**config.mk**
```make
export PLATFORM = sky130hd
export DESIGN_NAME = sisc_fetch_unit
export DESIGN_NICKNAME = d
export VERILOG_FILES = /design/src/rtl/sisc_pkg.sv /design/src/rtl/sisc_pc_next.sv /design/src/rtl/sisc_fetch_unit.sv
export SDC_FILE = /design/constraint.sdc
export NUM_CORES = 1
export LEC_CHECK = 0
export CAP_MARGIN = 20
export CORE_ASPECT_RATIO = 1.1
export CORE_UTILIZATION = 40
export CTS_CLUSTER_DIAMETER = 80
export DETAILED_ROUTE_END_ITERATION = 16
export GPL_TIMING_DRIVEN = 0
export HOLD_SLACK_MARGIN = 0.03
export PLACE_DENSITY = 0.7
export SETUP_SLACK_MARGIN = 0.2
export SLEW_MARGIN = 20
export SYNTH_ARGS = -nofsm -noshare
export SYNTH_HDL_FRONTEND = slang
export SYNTH_SLANG_ARGS = --single-unit
```
**constraint.sdc**
```tcl
create_clock -name clk -period 3.4 [get_ports clk]
set_clock_uncertainty 0.15 [all_clocks]
set_input_delay 0.85 -clock clk [delete_from_list [all_inputs] [get_ports clk]]
set_output_delay 0.85 -clock clk [all_outputs]
set_load 0.01 [all_outputs]
```
**src/rtl/sisc_pkg.sv**
```systemverilog
// Shared definitions for the SISC core: opcodes, instruction field layout,
// default widths and reset PC, and the fetch FSM state encoding.
// Latency: n/a (definitions only). Backpressure: n/a.
package sisc_pkg;

  // Default widths and reset vector
  localparam int INSTR_W_DEF  = 32;
  localparam int PC_W_DEF     = 16;
  localparam int RESET_PC_DEF = 0;

  // Instruction field positions; every field except imm is 4 bits wide
  localparam int FIELD_W = 4;
  localparam int OPC_LSB = 28;
  localparam int MM_LSB  = 24;
  localparam int RD_LSB  = 20;
  localparam int RS_LSB  = 16;
  localparam int RT_LSB  = 12;
  localparam int IMM_LSB = 0;
  localparam int IMM_W   = 16;

  // Opcodes
  localparam logic [3:0] OP_NOOP = 4'h0;
  localparam logic [3:0] OP_LOD  = 4'h1;
  localparam logic [3:0] OP_STR  = 4'h2;
  localparam logic [3:0] OP_VLD  = 4'h3;
  localparam logic [3:0] OP_VST  = 4'h4;
  localparam logic [3:0] OP_VADD = 4'h5;
  localparam logic [3:0] OP_BRA  = 4'h6;
  localparam logic [3:0] OP_BRR  = 4'h7;
  localparam logic [3:0] OP_ALU  = 4'h8;
  localparam logic [3:0] OP_HLT  = 4'hF;

  // Addressing mode: immediate operand
  localparam logic [3:0] AM_IMM = 4'h8;

  typedef enum logic {
    ST_IDLE = 1'b0,
    ST_WAIT = 1'b1
  } fetch_state_e;

endpackage

```
**src/rtl/sisc_pc_next.sv**
```systemverilog
// Next-PC computation: PC+1, absolute target, or PC-relative target.
// Latency: combinational. Backpressure: none.
// Ports: pc, imm (from IR), pc_sel (0:+1, 1:branch), br_sel (1:abs, 0:rel) -> pc_next.
module sisc_pc_next #(
  parameter int PC_W = 16
) (
  input  logic [PC_W-1:0] pc,
  input  logic [15:0]     imm,
  input  logic            pc_sel,
  input  logic            br_sel,
  output logic [PC_W-1:0] pc_next
);

  // All sums wrap modulo 2^PC_W; the relative offset is sign-extended
  // (or truncated) to PC_W so negative offsets wrap backwards naturally.
  always_comb begin
    if (!pc_sel) begin
      pc_next = pc + PC_W'(1);
    end else if (br_sel) begin
      pc_next = PC_W'(imm);
    end else begin
      pc_next = pc + PC_W'(signed'(imm));
    end
  end

endmodule

```
**src/rtl/sisc_fetch_unit.sv**
```systemverilog
// Instruction fetch stage: holds PC/IR, fetches mem[PC] over req/ack, applies FSM PC updates.
// Latency: zero-wait when im_ack arrives with im_req; otherwise 1 cycle + memory wait.
// Backpressure: fetch_stall is high while a fetch is outstanding; the control FSM must hold.
// Ports: clk/rst_f; FSM controls pc_rst, pc_write, pc_sel, br_sel, ir_load; memory side
//   im_addr/im_req/im_rdata/im_ack; status fetch_stall/halted; pc, ir and the IR field slices.
module sisc_fetch_unit
  import sisc_pkg::*;
#(
  parameter int PC_W     = PC_W_DEF,
  parameter int INSTR_W  = INSTR_W_DEF,
  parameter int RESET_PC = RESET_PC_DEF
) (
  input  logic               clk,
  input  logic               rst_f,
  input  logic               pc_rst,
  input  logic               pc_write,
  input  logic               pc_sel,
  input  logic               br_sel,
  input  logic               ir_load,
  output logic [PC_W-1:0]    im_addr,
  output logic               im_req,
  input  logic [INSTR_W-1:0] im_rdata,
  input  logic               im_ack,
  output logic               fetch_stall,
  output logic               halted,
  output logic [PC_W-1:0]    pc,
  output logic [INSTR_W-1:0] ir,
  output logic [3:0]         opcode,
  output logic [3:0]         mm,
  output logic [3:0]         rd,
  output logic [3:0]         rs,
  output logic [3:0]         rt,
  output logic [15:0]        imm
);

  localparam logic [PC_W-1:0] RST_PC = PC_W'(RESET_PC);

  fetch_state_e        state_q, state_d;
  logic [PC_W-1:0]     pc_q, pc_d, pc_calc, fetch_pc_q;
  logic [INSTR_W-1:0]  ir_q;
  logic                halted_q;
  logic                ld_ir, ld_fetch_pc, pc_en, clr_halt;

  sisc_pc_next #(.PC_W(PC_W)) u_pc_next (
    .pc      (pc_q),
    .imm     (ir_q[IMM_LSB +: IMM_W]),
    .pc_sel  (pc_sel),
    .br_sel  (br_sel),
    .pc_next (pc_calc)
  );

  always_ff @(posedge clk or negedge rst_f) begin
    if (!rst_f) state_q <= ST_IDLE;
    else        state_q <= state_d;
  end

  always_comb begin
    state_d     = state_q;
    im_req      = 1'b0;
    im_addr     = pc_q;
    fetch_stall = 1'b0;
    ld_ir       = 1'b0;
    ld_fetch_pc = 1'b0;
    pc_en       = 1'b0;
    pc_d        = pc_calc;
    clr_halt    = 1'b0;
    case (state_q)
      ST_IDLE: begin
        // Gated by rst_f so the request is never visible while in reset.
        im_req = ir_load & ~halted_q & rst_f;
        if (pc_rst) begin
          pc_en    = 1'b1;
          pc_d     = RST_PC;
          clr_halt = 1'b1;
        end else if (im_req && im_ack) begin
          // Zero-wait fetch: only the FSM's sequential increment rides along.
          ld_ir = 1'b1;
          pc_en = pc_write & ~pc_sel;
        end else if (im_req) begin
          // Slow memory: the increment is deferred to ack completion, so
          // pc_write is deliberately dropped here to avoid a double step.
          ld_fetch_pc = 1'b1;
          state_d     = ST_WAIT;
        end else if (pc_write) begin
          pc_en = 1'b1;
        end
      end
      ST_WAIT: begin
        im_req      = 1'b1;
        im_addr     = fetch_pc_q;
        fetch_stall = 1'b1;
        if (pc_rst) begin
          pc_en    = 1'b1;
          pc_d     = RST_PC;
          clr_halt = 1'b1;
          state_d  = ST_IDLE;
        end else if (im_ack) begin
          ld_ir   = 1'b1;
          pc_en   = 1'b1;
          pc_d    = fetch_pc_q + PC_W'(1);
          state_d = ST_IDLE;
        end
      end
      default: state_d = ST_IDLE;
    endcase
  end

  always_ff @(posedge clk or negedge rst_f) begin
    if (!rst_f) begin
      pc_q       <= RST_PC;
      fetch_pc_q <= RST_PC;
      ir_q       <= '0;
      halted_q   <= 1'b0;
    end else begin
      if (pc_en)       pc_q       <= pc_d;
      if (ld_fetch_pc) fetch_pc_q <= pc_q;
      if (ld_ir)       ir_q       <= im_rdata;
      if (clr_halt) begin
        halted_q <= 1'b0;
      end else if (ld_ir && im_rdata[OPC_LSB +: FIELD_W] == OP_HLT) begin
        halted_q <= 1'b1;
      end
    end
  end

  assign pc     = pc_q;
  assign ir     = ir_q;
  assign halted = halted_q;
  assign opcode = ir_q[OPC_LSB +: FIELD_W];
  assign mm     = ir_q[MM_LSB  +: FIELD_W];
  assign rd     = ir_q[RD_LSB  +: FIELD_W];
  assign rs     = ir_q[RS_LSB  +: FIELD_W];
  assign rt     = ir_q[RT_LSB  +: FIELD_W];
  assign imm    = ir_q[IMM_LSB +: IMM_W];

endmodule
```
After elaboration in Yosys (flattened, before gate mapping). Index checks and enable logic that the tools add are counted.

Add/sub/neg operators: 3. Multiply operators: 0. Div/mod/pow operators: 0. Order comparisons: 0. Eq/ne operators: 1. Shift-type cells: 0. Mux-type cells: 30. Bitwise logic cells: 6. Reduce and logical (&&, ||, !) cells: 3.

Operators with widths (count): $mux W16 (6); $add A16 B1 Y16 const B (2); $pmux W16 S2 (1); $mux W1 (19); $add A16 B16 Y16 (1); $pmux W1 S2 (4); $eq A4 B4 Y1 const B (1); $and A1 B1 Y1 (3); $not A1 Y1 (3); $logic_and A1 B1 Y1 (2); $reduce_bool A2 Y1 (1).

Bits in registers: 66. Latch bits: 0. RAM bits: 0. ROM bits: 0. Bits of input ports: 40. Output and inout port bits: 103. Logic and storage cells: 48. Memories: 0.

Logic depth before layout (Yosys ltp). Gate-level depths: netlist of run 1.

Word-level depth: 10. Mapped depth: 9. Depth with buffers taken out: 9.

Modules after synthesis. From an unflattened synthesis of run 1, not the netlist that was laid out.

Cell total of the unflattened synthesis: 524. Area, all modules: 4964.8 um2.

By module, submodules not included: sisc_fetch_unit (times used 1, cells an instance 337, area each 3698.5 um2); sisc_pc_next (times used 1, cells an instance 187, area each 1266.2 um2).

Worst setup path after synthesis of run 1. OpenSTA, ideal clock, no wires.

Kind: register to register. Start: register pc_q[0] (netlist: pc[0]). End: register pc_q[12] (netlist: pc[12]). Setup time: 0.120 ns. Data arrival time: 2.329 ns. Data required time: 3.130 ns. Path slack: 0.801 ns. Stages on the path, launching flop included: 10. Buffers on the path: 0. Clock period less this slack: 2.599 ns. Cell sequence: dfrtp_1 > ha_1 > inv_1 > fa_1 > nor2b_1 > o31ai_1 > a211oi_1 > o31ai_1 > mux2_1 > and4_1.

Longest elaborated chain between the ends: 6. Elaborated cells on any way between the ends: 8.

RTL lines: from (decl) (RTL line sisc_fetch_unit.sv:39) `logic [PC_W-1:0] pc_q, pc_d, pc_calc, fetch_pc_q;`; from (signal assigned) (RTL line sisc_fetch_unit.sv:115) `if (pc_en) pc_q <= pc_d;`; $add A16 B16 Y16 (RTL line sisc_pc_next.sv:22) `pc_next = pc + PC_W'(signed'(imm));`; $mux W16 (RTL line sisc_pc_next.sv:19) `end else if (br_sel) begin`; $mux W16 * (RTL line sisc_pc_next.sv:17) `if (!pc_sel) begin`; $mux W16 (RTL line sisc_fetch_unit.sv:97) `end else if (im_ack) begin`; $mux W16 (RTL line sisc_fetch_unit.sv:92) `if (pc_rst) begin`; $pmux W16 S2 * (RTL line sisc_fetch_unit.sv:67) `case (state_q)`.

Mark *: on every way between the ends. The rest lies on a longest branch, timed or not. A chain may end at the register's enable or synchronous reset.

Worst setup path after layout of run 1.
Start: input port pc_sel. End: register pc_q[2] (netlist: pc[2]).

Longest elaborated chain between the ends: 5. Elaborated cells on any way between the ends: 10.

RTL lines: from (decl) (RTL line sisc_fetch_unit.sv:17) `input logic pc_sel,`; $not A1 Y1 (RTL line sisc_fetch_unit.sv:78) `pc_en = pc_write & ~pc_sel;`; $and A1 B1 Y1 (RTL line sisc_fetch_unit.sv:78); $mux W1 (RTL line sisc_fetch_unit.sv:75) `end else if (im_req && im_ack) begin`; $mux W1 (RTL line sisc_fetch_unit.sv:71) `if (pc_rst) begin`; $pmux W1 S2 (RTL line sisc_fetch_unit.sv:67).

Parallel ways exist; a longest one is shown, timed or not.

==> out/results.txt, run 1 <==
Synth top cells by count: 66 x dfrtp_1, 60 x mux2_2, 43 x nand2_1
Multi-input gate area: 0.00276 mm2
Worst setup SP type: primary input
largest net degree at the start of global routing: 33
status: complete, no violations
Core ar.: 0.0116 mm2
die area: 0.0124 mm2
Setup WS post-layout: 0.284 ns
height of the die: 117 um
grt ovf: 0
CTS Sinks: 66
CTS tree: done
synth warn: 0
placed wire-length estimate: 11,300 um
required time worst endpoint: 3.48 ns
Die Span X: 106 um
Power Density: 541 mW/mm2
Fin. Hold Viols: 0
placer congestion estimate: 0.894
Post-synth ARST share: 1.00
EDFF count, synth: 0
GRT Util Overall: 0.252
DR vias: 4,640
#FFs+latches synth: 66
Syn Area/Cell: 9.30 um2
CTS hold repair buffers: 0
share of cells above drive strength 1: 0.192
Tightest Hold Check Type: primary input to async pin
met3 usage in global routing: 0.0432
CP Capture Type: flop
first-pass GRT wire length: 24,100 um
Worst-path clk slew: 0.06 ns
DR WL/cell: 18.1 um
Post-Place Cells: 808
GRT Max-Usage Layer: met2
# diodes: 0
Top FF cell, synth: dfrtp_1
max-cap violation count: 0
met2 usage: 0.424
Final #Nets: 729
drt first pass iters: 5
initial antenna violation count: 0
share of the yosys chip area belonging to registers: 0.345
Tmin final: 3.12 ns
Synth Net Count: 573
relative slew slack: 0.618
worst slack at placement: -0.233 ns
CP max stage cell: clkdlybuf4s50_1
final WL: 15,000 um
vias in the first global route: 4,667
Synth area leader: dfrtp_1
most frequent cell on the critical path: clkbuf_1
met1 Track Usage GR: 0.314
initial core utilization: 0.413
Max IR drop VDD: 0.264 mV
worst skew pair latency: 0.34 ns
Post-DRT Antenna Nets: 0
period utilization: 0.916
number of remaining DRC errors: 0
placed inst area: 0.00642 mm2
RSZ-0062 raised after global routing: false
Max clock buf depth: 2
Sequential Area: 0.00165 mm2
final setup vio count: 0
Leakage: 2.82 nW
P&R area growth vs syn: 42.2%
fill cell count: 1,040
Syn Inst Count: 515
CTS root buffer: clkbuf_16
worst-path cell chain: clkdlybuf4s50_1 -> clkbuf_1 -> clkbuf_1 -> clkbuf_1 -> o211ai_1 -> a311oi_1
Worst EP arrival: 3.19 ns
critical path class: primary input to flop
final instance area: 0.00681 mm2
initial DRC count: 309
final slew viol count: 0
Synth top area share: 0.345
Num CTS Buffers: 9
Critical Path Max Stage Delay: 0.51 ns
synth top area cells: dfrtp_1 34%, mux2_2 14%, buf_4 5.6%, ha_1 4.4%, nand2_1 3.4%
row count: 41
I/O pins: 143
H-tree levels: 3
PortBufs: 142
Worst-Margin Slew: 0.569 ns
cell with the most instances after synthesis: dfrtp_1
post-synth cell types: 61
fin cells: 826
Post-Syn Area: 0.00479 mm2
fmax: 321 MHz
critical-path maximum fanout: 10
vias per cell: 5.62
Tot Pwr: 3.68 mW
[stage by stage]
stage                      util  setup TNS, ns  hold slack, ns
after global routing      0.587              0           0.200
after floorplan               -              0           0.360
final                     0.587              0           0.192
after CTS                 0.585              0           0.222
after detailed placement  0.554         -0.878           0.366
after global placement    0.552        -219.71           0.347
[worst max-delay path: cells and delay by family]
kind | cells | cell delay (ns)
AO/OA/AOI/OAI | 2 | 0.53
buffers and inverters | 4 | 1.81
[report_power, final]
part / internal (mW) / switching [mW]
Sequential: 0.933 / 0.226
Clock: 0.610 / 0.365
Combinational: 0.902 / 0.648
Total: 2.44 / 1.24
[state kept, by name, summed over array words and instances, names as in the netlist]
register    count
fetch_pc_q     16
halted          1
ir             32
pc             16
state_q         1
[path summary, 6_finish.rpt]
check / start / end / slack [ns] / depth (start not counted)
worst min register to register: halted / halted / 0.38 / 2
worst min-delay path: rst_f / ir[0] / 0.19 / 1
max in group asynchronous: rst_f / ir[2] / 2.41 / 2
worst max register to register: pc[0] / pc[12] / 0.32 / 9
worst max-delay path: pc_sel / pc[2] / 0.28 / 6
min in group clk: halted / halted / 0.38 / 2
[final cells by class]
| type | count | share of cell area |
|---|---|---|
| Multi-Input combinational cell | 380 | 0.405 |
| Buffer | 58 | 0.0527 |
| Sequential cell | 66 | 0.243 |
| Inverter | 11 | 0.00606 |
| Timing Repair Buffer | 145 | 0.220 |
| Clock inverter | 5 | 0.00900 |
| Tap cell | 150 | 0.0276 |
| Clock buffer | 11 | 0.0371 |
[timing repair]
action,CTS,global route
setup buffers,0,1
hold endpoints to repair,0,0
cloned,1,0
endpoints found under the setup margin,14,20
resized for setup,4,10
[layer usage]
| metal | routed length, um | vias up |
|---|---|---|
| met1 | 6330 | 2219 |
| li1 | - | 2184 |
| met5 | 0 | - |
| met3 | 1010 | 30 |
| met4 | 365 | 0 |
| met2 | 7260 | 207 |
[placed cells by master, fill, tap and decap left out, types with 5 or more instances in the layout]
master and n:
xor2_1 12, nand3_1 16, nand4_1 14, a211oi_1 9
mux2_2 60, buf_4 37, clkbuf_1 14, o211ai_1 9
dfrtp_1 66, nor2b_1 7, nand2_1 43, nor3_1 10
ha_1 17, and4_1 6, clkdlybuf4s50_1 140, clkbuf_16 9
xnor2_1 11, inv_1 11, buf_1 5, o21ai_0 32
nor2_1 25, o21ai_1 7, a21oi_1 24, o31ai_1 5
[cells by family after synthesis]
group / count (synthesis) / synth area share
compound gates: 123 / 0.169
xor+xnor: 23 / 0.0420
fa+ha+maj: 18 / 0.0486
buf+inv: 69 / 0.0823
flops: 66 / 0.345
mux: 63 / 0.148
simple gates: 153 / 0.166
(Power assumes the default switching activity.)
==> inputs of run 2 (changes only) <==
PLACE_DENSITY = 0.75   (was 0.7)
==> run 2 against run 1 <==
Effect of this change: fmax grew 1.9%; final cell count is the same; setup slack gained 0.057 ns; critical path type unchanged; critical endpoint is now pc[13].
==> out/results.txt, run 2 (synthesis results as in run 1) <==
status: complete, no violations
Final #Nets: 729
placed wire-length estimate: 11,300 um
Worst Path Buf+Inv: 2
Worst-Margin Slew: 0.611 ns
die area: 0.0124 mm2
worst slack at placement: -0.213 ns
final setup vio count: 0
Fin Setup TNS: 0 ns
Post-DRT Antenna Nets: 0
Worst-path clk slew: 0.06 ns
max FFs per register: 32
largest net degree at the start of global routing: 29
H-tree levels: 3
Worst EP arrival: 3.14 ns
Power Density: 530 mW/mm2
critical-path maximum fanout: 10
Core ar.: 0.0116 mm2
initial antenna violation count: 0
required time worst endpoint: 3.48 ns
I/O pins: 143
grt ovf: 0
placer congestion estimate: 0.911
commonest non-fill, non-tap cell in the layout: clkdlybuf4s50_1
placed inst area: 0.00642 mm2
Fin. Hold Viols: 0
drt first pass iters: 5
final slew viol count: 0
Tmin final: 3.06 ns
CTS hold repair buffers: 0
initial core utilization: 0.413
DR vias: 4,732
Tightest Hold Check Type: primary input to async pin
DR WL/cell: 18.3 um
most frequent cells in the layout: 140 x clkdlybuf4s50_1, 66 x dfrtp_1, 60 x mux2_2
Die Span X: 106 um
worst skew pair latency: 0.33 ns
critical path class: primary input to flop
# diodes: 0
fill cell count: 1,017
P&R area growth vs syn: 42.0%
final WL: 15,100 um
Critical Path Max Stage Delay: 0.50 ns
CTS tree: done
vias per cell: 5.73
vias in the first global route: 4,694
relative slew slack: 0.592
initial DRC count: 388
height of the die: 117 um
CP Capture Type: flop
fmax: 327 MHz
GRT Util Overall: 0.248
RSZ-0062 raised after global routing: false
Leakage: 2.82 nW
largest delay contributor family on the critical path: buffers and inverters
Setup WS post-layout: 0.341 ns
row count: 41
period utilization: 0.900
share of cells above drive strength 1: 0.192
max-cap violation count: 0
Max clock buf depth: 2
worst-path cell chain: clkdlybuf4s50_1 -> clkbuf_1 -> nand2b_1 -> nor2_2 -> nand2_1 -> o21ai_0 -> a2111oi_2 -> a32o_2
CTS Sinks: 66
Max IR drop VDD: 0.263 mV
CTS root buffer: clkbuf_16
CP max stage cell: clkdlybuf4s50_1
Num CTS Buffers: 9
final core utilization: 0.587
final instance area: 0.00680 mm2
number of remaining DRC errors: 0
first-pass GRT wire length: 24,200 um
PortBufs: 142
Worst setup SP type: primary input
run 2: worst paths after layout:
kind	start	slack [ns]	to	cells after the start
worst max register to register	pc[0]	0.43	pc[12]	9
min in group clk	ir[26]	0.38	ir[26]	1
worst min-delay path	rst_f	0.20	fetch_pc_q[11]	1
max in group asynchronous	rst_f	2.39	pc[10]	2
worst max-delay path	pc_sel	0.34	pc[13]	8
worst min register to register	ir[26]	0.38	ir[26]	1
run 2: cell type report:
type	count	area (um2)	share of cell area
timing repair buffer	145	1520	0.223
inverter	11	41.3	0.00607
clock inverter	5	37.5	0.00552
multi-input combinational	380	2760	0.405
sequential	66	1650	0.243
tap	150	188	0.0276
clock buffer	11	253	0.0371
buffer	58	357	0.0524
run 2: timing repair:
| item | 4_1_cts | 5_1_grt |
|---|---|---|
| buffers inserted | 0 | 0 |
| gates resized for setup | 4 | 9 |
| pin swaps | 0 | 1 |
| gates cloned | 1 | 1 |
| endpoints found under the setup margin | 14 | 19 |
run 2: stage by stage:
stage          power [mW]  hold WS (ns)  instances
2_1_floorplan        1.94         0.360        515
3_3_place_gp         2.63         0.349        807
3_5_place_dp         2.69         0.367        808
4_1_cts              3.60         0.219        825
5_1_grt              3.81         0.206        826
6_report             3.61         0.196        826
run 2: power breakdown:
group,switching [mW],internal [mW]
registers,0.224,0.933
clock network,0.364,0.535
logic,0.648,0.903
total,1.24,2.37
run 2: metal layers:
layer,share of wire,global-route usage
met2,0.48,0.416
met4,0.021,0.0806
met5,0,0
met1,0.42,0.322
met3,0.078,0.0532
